File: config.mk
export PLATFORM = sky130hd
export DESIGN_NAME = mul_div_seq
export DESIGN_NICKNAME = d
export VERILOG_FILES = /design/src/rtl/mdu_pkg.sv /design/src/rtl/mdu_step.sv /design/src/rtl/mul_div_seq.sv
export SDC_FILE = /design/constraint.sdc
export NUM_CORES = 1
export LEC_CHECK = 0
export ABC_AREA = 1
export ABC_CLOCK_PERIOD_IN_PS = 2250
export BUFFER_PORTS_ARGS = -buffer_cell sky130_fd_sc_hd__buf_2
export CORE_MARGIN = 2
export CORE_UTILIZATION = 55
export CTS_CLUSTER_DIAMETER = 30
export DETAILED_ROUTE_END_ITERATION = 6
export PLACE_DENSITY = 0.76
export SYNTH_ARGS = -nofsm -noshare
export SYNTH_HDL_FRONTEND = slang
export SYNTH_SLANG_ARGS = --single-unit
File: constraint.sdc
create_clock -name clk -period 2.25 [get_ports clk]
set_input_delay 0.225 -clock clk [delete_from_list [all_inputs] [get_ports clk]]
set_output_delay 0.225 -clock clk [all_outputs]
set_load 0.05 [all_outputs]
File: src/rtl/mdu_pkg.sv
// ---------------------------------------------------------------------------
// mdu_pkg
// Shared definitions for the iterative RV M-extension unit:
//   - funct3 encodings of the eight M-ops
//   - 3-bit FSM state encodings
//   - helpers that classify which operands of an op are treated as signed
// ---------------------------------------------------------------------------
package mdu_pkg;

    localparam logic [2:0] F3_MUL    = 3'b000;
    localparam logic [2:0] F3_MULH   = 3'b001;
    localparam logic [2:0] F3_MULHSU = 3'b010;
    localparam logic [2:0] F3_MULHU  = 3'b011;
    localparam logic [2:0] F3_DIV    = 3'b100;
    localparam logic [2:0] F3_DIVU   = 3'b101;
    localparam logic [2:0] F3_REM    = 3'b110;
    localparam logic [2:0] F3_REMU   = 3'b111;

    localparam logic [2:0] S_IDLE = 3'd0;
    localparam logic [2:0] S_PREP = 3'd1;
    localparam logic [2:0] S_CALC = 3'd2;
    localparam logic [2:0] S_FIX  = 3'd3;
    localparam logic [2:0] S_DONE = 3'd4;

    // MUL only needs the low half, which is identical for signed and
    // unsigned operands, so it is run on raw (unsigned) operands.
    function automatic logic a_is_signed(input logic [2:0] f3);
        return (f3 == F3_MULH) || (f3 == F3_MULHSU) || (f3 == F3_DIV) || (f3 == F3_REM);
    endfunction

    function automatic logic b_is_signed(input logic [2:0] f3);
        return (f3 == F3_MULH) || (f3 == F3_DIV) || (f3 == F3_REM);
    endfunction

endpackage

File: src/rtl/mdu_step.sv
// ---------------------------------------------------------------------------
// mdu_step
// One combinational iteration of the sequential multiplier/divider.
//   mode        0 = shift-add multiply step, 1 = restoring divide step
//   acc_hi      mul: running upper product half; div: partial remainder
//   acc_lo      mul: multiplier / lower product bits; div: dividend / quotient
//   operand     mul: multiplicand magnitude; div: divisor magnitude
//   acc_hi_nxt  updated acc_hi
//   acc_lo_nxt  updated acc_lo
// ---------------------------------------------------------------------------
module mdu_step #(
    parameter int XLEN = 32
) (
    input  logic            mode,
    input  logic [XLEN-1:0] acc_hi,
    input  logic [XLEN-1:0] acc_lo,
    input  logic [XLEN-1:0] operand,
    output logic [XLEN-1:0] acc_hi_nxt,
    output logic [XLEN-1:0] acc_lo_nxt
);

    logic [XLEN:0] sum;
    logic [XLEN:0] shifted;
    logic [XLEN:0] diff;

    always_comb begin
        sum        = '0;
        shifted    = '0;
        diff       = '0;
        acc_hi_nxt = acc_hi;
        acc_lo_nxt = acc_lo;
        if (!mode) begin
            // Add the multiplicand when the current multiplier bit is set,
            // then shift the whole {carry, hi, lo} right by one.
            sum        = {1'b0, acc_hi} + (acc_lo[0] ? {1'b0, operand} : '0);
            acc_hi_nxt = sum[XLEN:1];
            acc_lo_nxt = {sum[0], acc_lo[XLEN-1:1]};
        end else begin
            // Bring the next dividend bit into the remainder and try the
            // subtraction; a borrow means the trial fails and is discarded.
            shifted = {acc_hi, acc_lo[XLEN-1]};
            diff    = shifted - {1'b0, operand};
            if (!diff[XLEN]) begin
                acc_hi_nxt = diff[XLEN-1:0];
                acc_lo_nxt = {acc_lo[XLEN-2:0], 1'b1};
            end else begin
                acc_hi_nxt = shifted[XLEN-1:0];
                acc_lo_nxt = {acc_lo[XLEN-2:0], 1'b0};
            end
        end
    end

endmodule

File: src/rtl/mul_div_seq.sv
// ---------------------------------------------------------------------------
// mul_div_seq
// Iterative RV M-extension unit sitting beside the EX-stage ALU. Runs one
// shift-add / shift-subtract step per clock on operand magnitudes and holds
// the pipeline via stall_req until the result is ready.
//   clk, reset        clock; synchronous active-high reset
//   start             M-op present in EX (only sampled in IDLE)
//   flush             abort any op in flight, no done pulse
//   funct3            M-op selector
//   rs1_val, rs2_val  operand A / dividend, operand B / divisor
//   busy              high in every state except IDLE
//   stall_req         hold EX until the op completes
//   done              one-cycle pulse, result valid
//   result            held from DONE until the next op writes it
// ---------------------------------------------------------------------------
module mul_div_seq
    import mdu_pkg::*;
#(
    parameter int XLEN = 32
) (
    input  logic            clk,
    input  logic            reset,
    input  logic            start,
    input  logic            flush,
    input  logic [2:0]      funct3,
    input  logic [XLEN-1:0] rs1_val,
    input  logic [XLEN-1:0] rs2_val,
    output logic            busy,
    output logic            stall_req,
    output logic            done,
    output logic [XLEN-1:0] result
);

    localparam int CW = $clog2(XLEN);

    logic [2:0]      state_q;
    logic [2:0]      op_q;
    logic [XLEN-1:0] a_q, b_q;
    logic [XLEN-1:0] acc_hi_q, acc_lo_q, opnd_q;
    logic [CW-1:0]   cnt_q;
    logic            neg_q, rneg_q, dz_q, ovf_q;
    logic [XLEN-1:0] result_q;

    logic [XLEN-1:0] step_hi_d, step_lo_d;
    logic            a_neg, b_neg, div_zero, div_ovf;
    logic [XLEN-1:0] a_mag, b_mag;
    logic [2*XLEN-1:0] prod_s;
    logic [XLEN-1:0] quo_s, rem_s, fix_d;

    mdu_step #(.XLEN(XLEN)) u_step (
        .mode       (op_q[2]),
        .acc_hi     (acc_hi_q),
        .acc_lo     (acc_lo_q),
        .operand    (opnd_q),
        .acc_hi_nxt (step_hi_d),
        .acc_lo_nxt (step_lo_d)
    );

    // Operand conditioning used in PREP.
    always_comb begin
        a_neg    = a_is_signed(op_q) & a_q[XLEN-1];
        b_neg    = b_is_signed(op_q) & b_q[XLEN-1];
        a_mag    = a_neg ? -a_q : a_q;
        b_mag    = b_neg ? -b_q : b_q;
        div_zero = op_q[2] & (b_q == '0);
        // Only DIV/REM (funct3[0]==0 among divides) can overflow.
        div_ovf  = op_q[2] & ~op_q[0] & ~div_zero
                 & (a_q == {1'b1, {(XLEN-1){1'b0}}}) & (&b_q);
    end

    // Sign correction and result selection used in FIX.
    always_comb begin
        prod_s = neg_q  ? -{acc_hi_q, acc_lo_q} : {acc_hi_q, acc_lo_q};
        quo_s  = neg_q  ? -acc_lo_q : acc_lo_q;
        rem_s  = rneg_q ? -acc_hi_q : acc_hi_q;
        fix_d  = '0;
        case (op_q)
            F3_MUL:                       fix_d = prod_s[XLEN-1:0];
            F3_MULH, F3_MULHSU, F3_MULHU: fix_d = prod_s[2*XLEN-1:XLEN];
            F3_DIV, F3_DIVU:              fix_d = dz_q ? '1 : (ovf_q ? a_q : quo_s);
            default:                      fix_d = dz_q ? a_q : (ovf_q ? '0 : rem_s);
        endcase
    end

    always_ff @(posedge clk) begin
        if (reset) begin
            state_q  <= S_IDLE;
            op_q     <= '0;
            a_q      <= '0;
            b_q      <= '0;
            acc_hi_q <= '0;
            acc_lo_q <= '0;
            opnd_q   <= '0;
            cnt_q    <= '0;
            neg_q    <= 1'b0;
            rneg_q   <= 1'b0;
            dz_q     <= 1'b0;
            ovf_q    <= 1'b0;
            result_q <= '0;
        end else if (flush) begin
            state_q <= S_IDLE;
        end else begin
            case (state_q)
                S_IDLE: begin
                    if (start) begin
                        op_q    <= funct3;
                        a_q     <= rs1_val;
                        b_q     <= rs2_val;
                        state_q <= S_PREP;
                    end
                end
                S_PREP: begin
                    // Quotient and product share the same sign rule;
                    // the remainder follows the dividend.
                    neg_q    <= a_neg ^ b_neg;
                    rneg_q   <= a_neg;
                    acc_hi_q <= '0;
                    acc_lo_q <= a_mag;
                    opnd_q   <= b_mag;
                    cnt_q    <= CW'(XLEN-1);
                    dz_q     <= div_zero;
                    ovf_q    <= div_ovf;
                    state_q  <= (div_zero | div_ovf) ? S_FIX : S_CALC;
                end
                S_CALC: begin
                    acc_hi_q <= step_hi_d;
                    acc_lo_q <= step_lo_d;
                    if (cnt_q == '0) state_q <= S_FIX;
                    else             cnt_q   <= cnt_q - 1'b1;
                end
                S_FIX: begin
                    result_q <= fix_d;
                    state_q  <= S_DONE;
                end
                S_DONE:  state_q <= S_IDLE;
                default: state_q <= S_IDLE;
            endcase
        end
    end

    assign busy      = (state_q != S_IDLE);
    assign done      = (state_q == S_DONE);
    assign stall_req = (start & (state_q == S_IDLE) & ~flush) | (busy & (state_q != S_DONE));
    assign result    = result_q;

endmodule

==> out/metrics.csv, run 1 <==
metric;value;unit
outcome;did not finish;
syn_area_per_cell;5.692;µm²
synthesis.area;19010;µm²
dieHeight;189.9;µm
synth_seq_area_share;21.80;%
synthXorXnorAreaFrac;2.627;%
synthAdderAreaFrac;4.885;%
synth_flop_cell;dfxtp_1;
row_count;68;
worst_path_end_type;register input;
ios;106;
synth-compound-area-share;22.53;%
crit_endpoint;state_q[0]$_SDFFE_PP0P_/D;
synth_warnings;0;
synth_nets;3483;
place_hpwl;68420;µm
cts_buffers;57;
overflow;384;
syn_inst;3339;
numClockSinks;207;
h-tree-depth;2;
synth.area.mux_share;0;%
root_buffer;clkbuf_16;
synthArstFlopShare;0;%
place_congestion;1.097;
synth_edf_count;0;
failed_stage;5_1_grt;
grt_util_all_layers;87.22;%
stop_error;[ERROR GRT-0232] Routing congestion too high. Check the congestion heatmap in the GUI.;
start_util;55.43;%
die_w;189.9;µm
synth_simple_gate_area_share;35.33;%
ys_types;56;
grt_max_degree;87;
clk_path_buf_depth;3;
port_buffers;105;
synth_top_family_by_area;simple AND/OR/NAND/NOR gates;
ys_seq_elements;207;
-- timing repair --
| action | CTS |
|---|---|
| hold buffers | 53 |
| hold endpoints to repair | 53 |
| setup endpoints to repair | 72 |
| cloned | 4 |
| buffers inserted | 13 |
| pin swaps | 25 |
| resized for setup | 152 |
-- logic make-up after synthesis --
kind of cell / Yosys count
AND/OR/NAND/NOR: 1586
AO/OA/AOI/OAI: 796
adder cells (fa/ha/maj): 73
buffers and inverters: 620
flip-flops: 207
XOR/XNOR: 57
-- per-stage QoR --
step | util, % | cell area, µm² | hold slack (ns) | worst slack (ns) | instances
4_1_cts | 77.15 | 26450 | 0.009238 | -0.1733 | 4382
3_5_place_dp | 67.26 | 23060 | 0.4511 | -0.3379 | 4207
3_3_place_gp | 67.26 | 23060 | 0.4456 | -0.2722 | 4207
2_1_floorplan | - | 19020 | 0.3599 | 0.01694 | 3339
-- routing by layer --
| metal | global-route usage (%) | GRT overflow |
|---|---|---|
| met1 | 88.03 | 51 |
| met2 | 96.11 | 159 |
| met3 | 79.28 | 41 |
| met4 | 85.87 | 125 |
| met5 | 55.77 | 8 |
-- cells in the mapped netlist, drive strengths merged (6+ instances only) --
cell type | number | share of area (%)
nor2 | 277 | 5.7
xnor2 | 9 | 0.41
a31oi | 41 | 1.3
a21o | 6 | 0.24
o21bai | 9 | 0.36
clkbuf | 103 | 2.0
or2 | 11 | 0.36
o21ai | 311 | 8.3
o21a | 10 | 0.39
nor4 | 9 | 0.33
dfxtp | 207 | 22
o211ai | 33 | 1.3
ha | 71 | 4.7
nand3b | 10 | 0.39
a21oi | 361 | 9.6
nand4 | 44 | 1.5
nor3 | 53 | 1.6
xor2 | 48 | 2.2
inv | 475 | 9.4
nand3 | 281 | 7.4
buf | 39 | 1.3
nand2 | 897 | 18
==> run 2: changes to the inputs <==
--- a/config.mk
+++ b/config.mk
@@ -6,13 +6,12 @@
 export NUM_CORES = 1
 export LEC_CHECK = 0
 export ABC_AREA = 1
-export ABC_CLOCK_PERIOD_IN_PS = 2250
+export ABC_CLOCK_PERIOD_IN_PS = 2930
 export BUFFER_PORTS_ARGS = -buffer_cell sky130_fd_sc_hd__buf_2
 export CORE_MARGIN = 2
-export CORE_UTILIZATION = 55
-export CTS_CLUSTER_DIAMETER = 30
+export CORE_UTILIZATION = 40
 export DETAILED_ROUTE_END_ITERATION = 6
-export PLACE_DENSITY = 0.76
+export PLACE_DENSITY_LB_ADDON = 0.15
 export SYNTH_ARGS = -nofsm -noshare
 export SYNTH_HDL_FRONTEND = slang
 export SYNTH_SLANG_ARGS = --single-unit
==> constraint.sdc (replaced) <==
create_clock -name clk -period 2.93 [get_ports clk]
set_input_delay 0.293 -clock clk [delete_from_list [all_inputs] [get_ports clk]]
set_output_delay 0.293 -clock clk [all_outputs]
set_load 0.05 [all_outputs]
==> out/metrics.csv, run 2 <==
metric;value;unit;change
outcome;finished clean;;
maxCapViolations;0;;
drv_slew;0;;
switchingPower;3.364;mW;
route.detailed.drc;0;;
syn_area_per_cell;5.692;µm²;unchanged
synthArstFlopShare;0;%;unchanged
fin_crit;2.862;ns;
switching_share;36.46;%;
dr.pass1.iters;6;;
antennaDiodeCount;0;;
drtAntennaViolNets;0;;
initialDrtViolationCount;3450;;
synth_flop_cell;dfxtp_1;;
die_w;222.0;µm;+17%
ir_drop;441.6;µV;
final_cell_mix;nand2_1, inv_1, a21oi_1;;
setup_viol;0;;
grt_pass1_wl;134200;µm;
dieHeight;222.0;µm;+17%
cts_setup_buffers;0;;-13
cts_tree;built;;
drive_gt1_share;11.03;%;
grt_max_degree;87;;
synth.top_cell.area_share;21.80;%;unchanged
synth_edf_count;0;;unchanged
synth_seq_area_share;21.80;%;unchanged
clock_power_share;39.1;%;
syn_inst;3339;;unchanged
synth_warnings;0;;unchanged
use_met1;55.09;%;
clkLatencyLatePin;0.60;ns;
synth_common_cells;nand2_1, inv_1, a21oi_1;;
ys_seq_elements;207;;unchanged
grt_pass1_vias;20990;;
h-tree-depth;1;;-1
ys_types;56;;unchanged
route.vias.total;23666;;
die_area;49270;µm²;
power_frac_seq;33.7;%;
row_count;79;;+16%
grt_antenna_before_repair;0;;
finalSetupTns;0;ns;
tightest_slew;1.130;ns;
rsz0062_at_grt;no;;
wl_per_cell;22.22;µm;
hold_class;primary input to flop;;
synthToLayoutAreaGrowth;16.01;%;
worstSetupStartpointType;flop;;
grt-busiest-layer;met1;;
p_per_area;418.4;nW/µm²;
synth.area.top_cells;dfxtp_1, nand2_1, a21oi_1;;
grt_use_met2;48.76;%;
fillCellCount;5176;;
grt_util_all_layers;35.82;%;
slew_headroom;24.66;%;
yosysMostFrequentCell;nand2_1;;
core_area;46750;µm²;
synthesis.area;19010;µm²;unchanged
min_period_over_period;97.68;%;
port_buffers;105;;unchanged
cp_data_arrival_time;3.28;ns;
overflow;0;;
root_buffer;clkbuf_16;;
drt_wl_total;91640;µm;
fin_nets;3641;;
post-place-ws;0.05250;ns;+0.3904 ns
via_per_inst;5.739;;
worst_clock_skew;0.03254;ns;
start_util;40.65;%;-15 points
comb_power_share;27.3;%;
critPathRequiredTime;3.35;ns;
clk_path_buf_depth;3;;unchanged
cts_buffers;27;;-53%
hold_viol_final;0;;
synth_nets;3483;;unchanged
worstPathMaxFanout;33;;
clk_pin_slew_worst_paths;0.06;ns;
place_congestion;1.099;;+0.15%
crit_type;flop to flop;;
final_common_cell;nand2_1;;
synthDominantAreaCellType;dfxtp_1;;
place_hpwl;73320;µm;+7.2%
use_met3;8.296;%;
fin_ws;0.06799;ns;
leakage;11.00;nW;
end_kind;flop;;
intPower;5.861;mW;
numClockSinks;207;;unchanged
fmax;0.3494;GHz;
ios;106;;unchanged
-- run 2: cell counts after synthesis --
Identical to the previous run, type by type.
-- run 2: power by group through the flow --
stage                     clock network [mW]  logic (mW)  registers, mW
after detailed placement                   0        2.37           3.15
after CTS                               3.65        2.39           3.09
after floorplan                            0        1.55           3.08
final                                   3.60        2.51           3.11
after global placement                     0        2.35           3.15
after global routing                    3.76        2.73           3.11
-- run 2: timing repair --
| action | in CTS | in global routing |
|---|---|---|
| gates resized for setup | 0 | 18 |
| hold endpoints to repair | 16 | 0 |
| endpoints found under the setup margin | 0 | 18 |
| hold buffers | 16 | 0 |
-- run 2: per-layer routing --
| layer | vias to the layer above | wire [µm] |
|---|---|---|
| li1 | 11249 | - |
| met1 | 10947 | 42580 |
| met2 | 1343 | 35090 |
| met3 | 127 | 11150 |
| met4 | 0 | 2818 |
| met5 | - | 0 |
-- run 2: metrics by stage --
stage / power [mW] / cell area, µm² / std cells / hold slack [ns] / util [%]
2_1_floorplan: 4.636 / 19010 / 3339 / 0.4279 / -
3_3_place_gp: 5.505 / 20860 / 4058 / 0.4458 / 44.61
3_5_place_dp: 5.522 / 20860 / 4058 / 0.4513 / 44.61
4_1_cts: 9.137 / 21970 / 4123 / 0.0003302 / 46.99
5_1_grt: 9.596 / 22050 / 4124 / 0.02542 / 47.16
6_report: 9.225 / 22050 / 4124 / 0.008081 / 47.16
-- run 2: layout make-up --
| cell class | instances | area (µm²) | share of cell area, % |
|---|---|---|---|
| clock buffer | 36 | 789.5 | 3.581 |
| multi-input combinational | 2512 | 12480 | 56.62 |
| sequential | 207 | 4153 | 18.83 |
| clock inverter | 13 | 161.4 | 0.7320 |
| inverter | 478 | 1797 | 8.149 |
| tap | 607 | 759.5 | 3.445 |
| timing repair buffer | 271 | 1904 | 8.637 |
-- run 2: worst max-delay path, cell delays in order (launching register included) --
cell and delay (ns):
dfxtp_1 0.33, buf_12 0.18, nand2_1 0.09, inv_1 0.05
ha_1 0.35, inv_1 0.07, o21ai_0 0.38, nor2_1 0.18
nand2_1 0.20, nand2_1 0.08, nand2_1 0.18, nand4_1 0.20
nand3_1 0.12, nand3_1 0.10, nand3_1 0.12, a21oi_1 0.06
-- run 2: path summary, 6_finish.rpt --
| path | slack (ns) | endpoint | from | depth (start not counted) |
|---|---|---|---|---|
| worst max-delay path | 0.07 | acc_hi_q[26] | acc_lo_q[0] | 15 |
| worst min-delay path | 0.008 | a_q[16] | rs1_val[16] | 3 |
| worst max register to register | 0.07 | acc_hi_q[26] | acc_lo_q[0] | 15 |
| worst min register to register | 0.46 | cnt_q[0] | cnt_q[0] | 1 |
-- run 2: logic make-up (layout without fill, tap and decap cells) --
kind of cell / count (synthesis) / after routing / synth area share [%]
compound gates: 796 / 796 / 22.53
simple gates: 1586 / 1586 / 35.33
xor+xnor: 57 / 57 / 2.627
flops: 207 / 207 / 21.80
buf+inv: 620 / 798 / 12.83
fa+ha+maj: 73 / 73 / 4.885
Power figures use the tool's default switching activity.
==> run 3: changes to the inputs <==
==> constraint.sdc (replaced) <==
create_clock -name clk -period 2.93 [get_ports clk]
set_input_delay 0 -clock clk [delete_from_list [all_inputs] [get_ports clk]]
set_output_delay 0 -clock clk [all_outputs]
set_load 0.05 [all_outputs]
==> out/metrics.csv, run 3 (same netlist as run 2, synthesis figures left out) <==
metric;value;unit;change
h-tree-depth;1;;unchanged
place_congestion;1.065;;-3.1%
row_count;79;;unchanged
overflow;0;;unchanged
clk_pin_slew_worst_paths;0.06;ns;about the same
numClockSinks;207;;unchanged
utilization;48.00;%;+0.85 points
p_per_area;404.7;nW/µm²;-3.3%
crit_type;flop to flop;;
rrSetupSlack;0.09;ns;+0.02 ns
finalSetupTns;0;ns;unchanged
fillCellCount;5098;;-1.5%
leakage;11.15;nW;+1.3%
hold_class;primary input to flop;;
drv_slew;0;;unchanged
clkLatencyLatePin;0.60;ns;about the same
fin_nets;3684;;+1.2%
slew_headroom;24.14;%;-0.52 points
cts_buffers;27;;unchanged
route.detailed.drc;0;;unchanged
drt_wl_total;91070;µm;-0.62%
rr_startpoint;acc_lo_q[26];;
place_hpwl;71950;µm;-1.9%
rsz0062_at_grt;no;;
fin_crit;2.839;ns;-0.02308 ns
wl_per_cell;21.84;µm;-1.7%
fmax;0.3522;GHz;+0.81%
port_buffers;105;;unchanged
clk_path_buf_depth;3;;unchanged
grt_antenna_before_repair;4;;+4
hold_depth;4;;+1
setup_viol;0;;unchanged
final_common_cell;nand2_1;;
maxCapViolations;0;;unchanged
initialDrtViolationCount;2927;;-15%
worstPathMaxFanout;5;;-85%
tightest_slew;1.138;ns;+0.007822 ns
via_per_inst;5.712;;-0.47%
core_area;46750;µm²;unchanged
synthToLayoutAreaGrowth;18.09;%;
hold_viol_final;0;;unchanged
grt_util_all_layers;35.73;%;-0.082 points
r2r_end;result[14];;
root_buffer;clkbuf_16;;
drtAntennaViolNets;0;;unchanged
hold_start;reset;;
holdWs;0.1215;ns;+0.1134 ns
die_w;222.0;µm;unchanged
cp_data_arrival_time;3.30;ns;+0.02 ns
worstRegToRegCells;10;;-5
dieHeight;222.0;µm;unchanged
ir_drop;450.8;µV;+2.1%
outcome;finished clean;;
grt_pass1_wl;134700;µm;+0.37%
start_util;40.65;%;unchanged
drive_gt1_share;10.19;%;-0.84 points
worst_clock_skew;0.02241;ns;-0.01013 ns
route.vias.total;23812;;+0.62%
min_period_over_period;96.89;%;-0.79 points
dr.pass1.iters;7;;+1
die_area;49270;µm²;unchanged
ios;106;;unchanged
cts_tree;built;;
end_kind;flop;;
final_cell_mix;nand2_1, inv_1, a21oi_1;;
worstSetupStartpointType;flop;;
whs_endpoint;a_q[27];;
grt_max_degree;87;;unchanged
grt_pass1_vias;21424;;+2.1%
critPathRequiredTime;3.39;ns;+0.04 ns
==> run 3: cell count changes in the layout (fill, tap and decap cells not counted), moves of 3 or more <==
cell and change:
nand3_2 -3, clkbuf_1 +4, dfxtp_2 -3, dfxtp_1 +3, nand3_1 +3, buf_4 -19
dlygate4sd3_1 +59
==> run 3: repair_timing <==
item | in CTS | in global routing
setup endpoints to repair | 0 | 7
hold buffers | 75 | 0
endpoints found under the hold margin | 72 | 0
buffers inserted | 0 | 1
resized for setup | 0 | 9
==> run 3: how the worst max path moves through the flow <==
stage,from,endpoint,slack (ns)
6_report,acc_lo_q[26],result[14],0.09
5_1_grt,acc_lo_q[0],acc_hi_q[27],0.004
4_1_cts,opnd_q[23],acc_hi_q[14],0.12
3_5_place_dp,opnd_q[23],acc_hi_q[14],0.14
3_3_place_gp,opnd_q[13],acc_hi_q[22],0.12
2_1_floorplan,acc_lo_q[0],acc_hi_q[19],0.46
==> run 3: power breakdown <==
part	total, mW	switching (mW)	leakage [nW]	internal [mW]
Sequential	3.10	0.167	1.69	2.93
Clock	3.43	1.46	0.441	1.97
Combinational	2.55	1.75	9.02	0.804
==> run 3: per-stage QoR <==
stage | setup slack (ns) | total power [mW] | std cells | cell area (µm²)
after floorplan | 0.4606 | 4.636 | 3339 | 19010
after global placement | 0.1157 | 5.507 | 4042 | 20760
after detailed placement | 0.1361 | 5.512 | 4042 | 20760
after CTS | 0.1248 | 9.023 | 4167 | 22410
after global routing | 0.003652 | 9.419 | 4168 | 22440
final | 0.09107 | 9.082 | 4169 | 22440
==> run 3: metal layers <==
metal  vias to the layer above  GRT usage [%]  wire length, µm
met2                      1346          49.74            35290
met5                         -              0               26
li1                      11334              -                -
met3                       141          7.302            10750
met1                     10987          54.62            42160
met4                         4          9.852             2837
==> run 3: final cells by class <==
type	instances	area [µm²]	share of cell area, %
Multi-Input combinational cell	2512	12450	55.46
Sequential cell	207	4149	18.49
Timing Repair Buffer	314	2390	10.65
Inverter	478	1797	8.005
Clock buffer	39	790.8	3.523
Tap cell	607	759.5	3.384
Clock inverter	11	107.6	0.4794
Antenna cell	1	2.502	0.01115
==> run 3: critical path, cell delays in order, from the launching register on <==
cell,delay [ns]
dfxtp_1,0.35
nor2_1,0.25
nand2_1,0.19
nor3_1,0.47
nand2_1,0.13
o21ai_2,0.38
nand2_1,0.12
o21ai_1,0.39
nand2_1,0.10
o21ai_1,0.19
a21oi_1,0.11
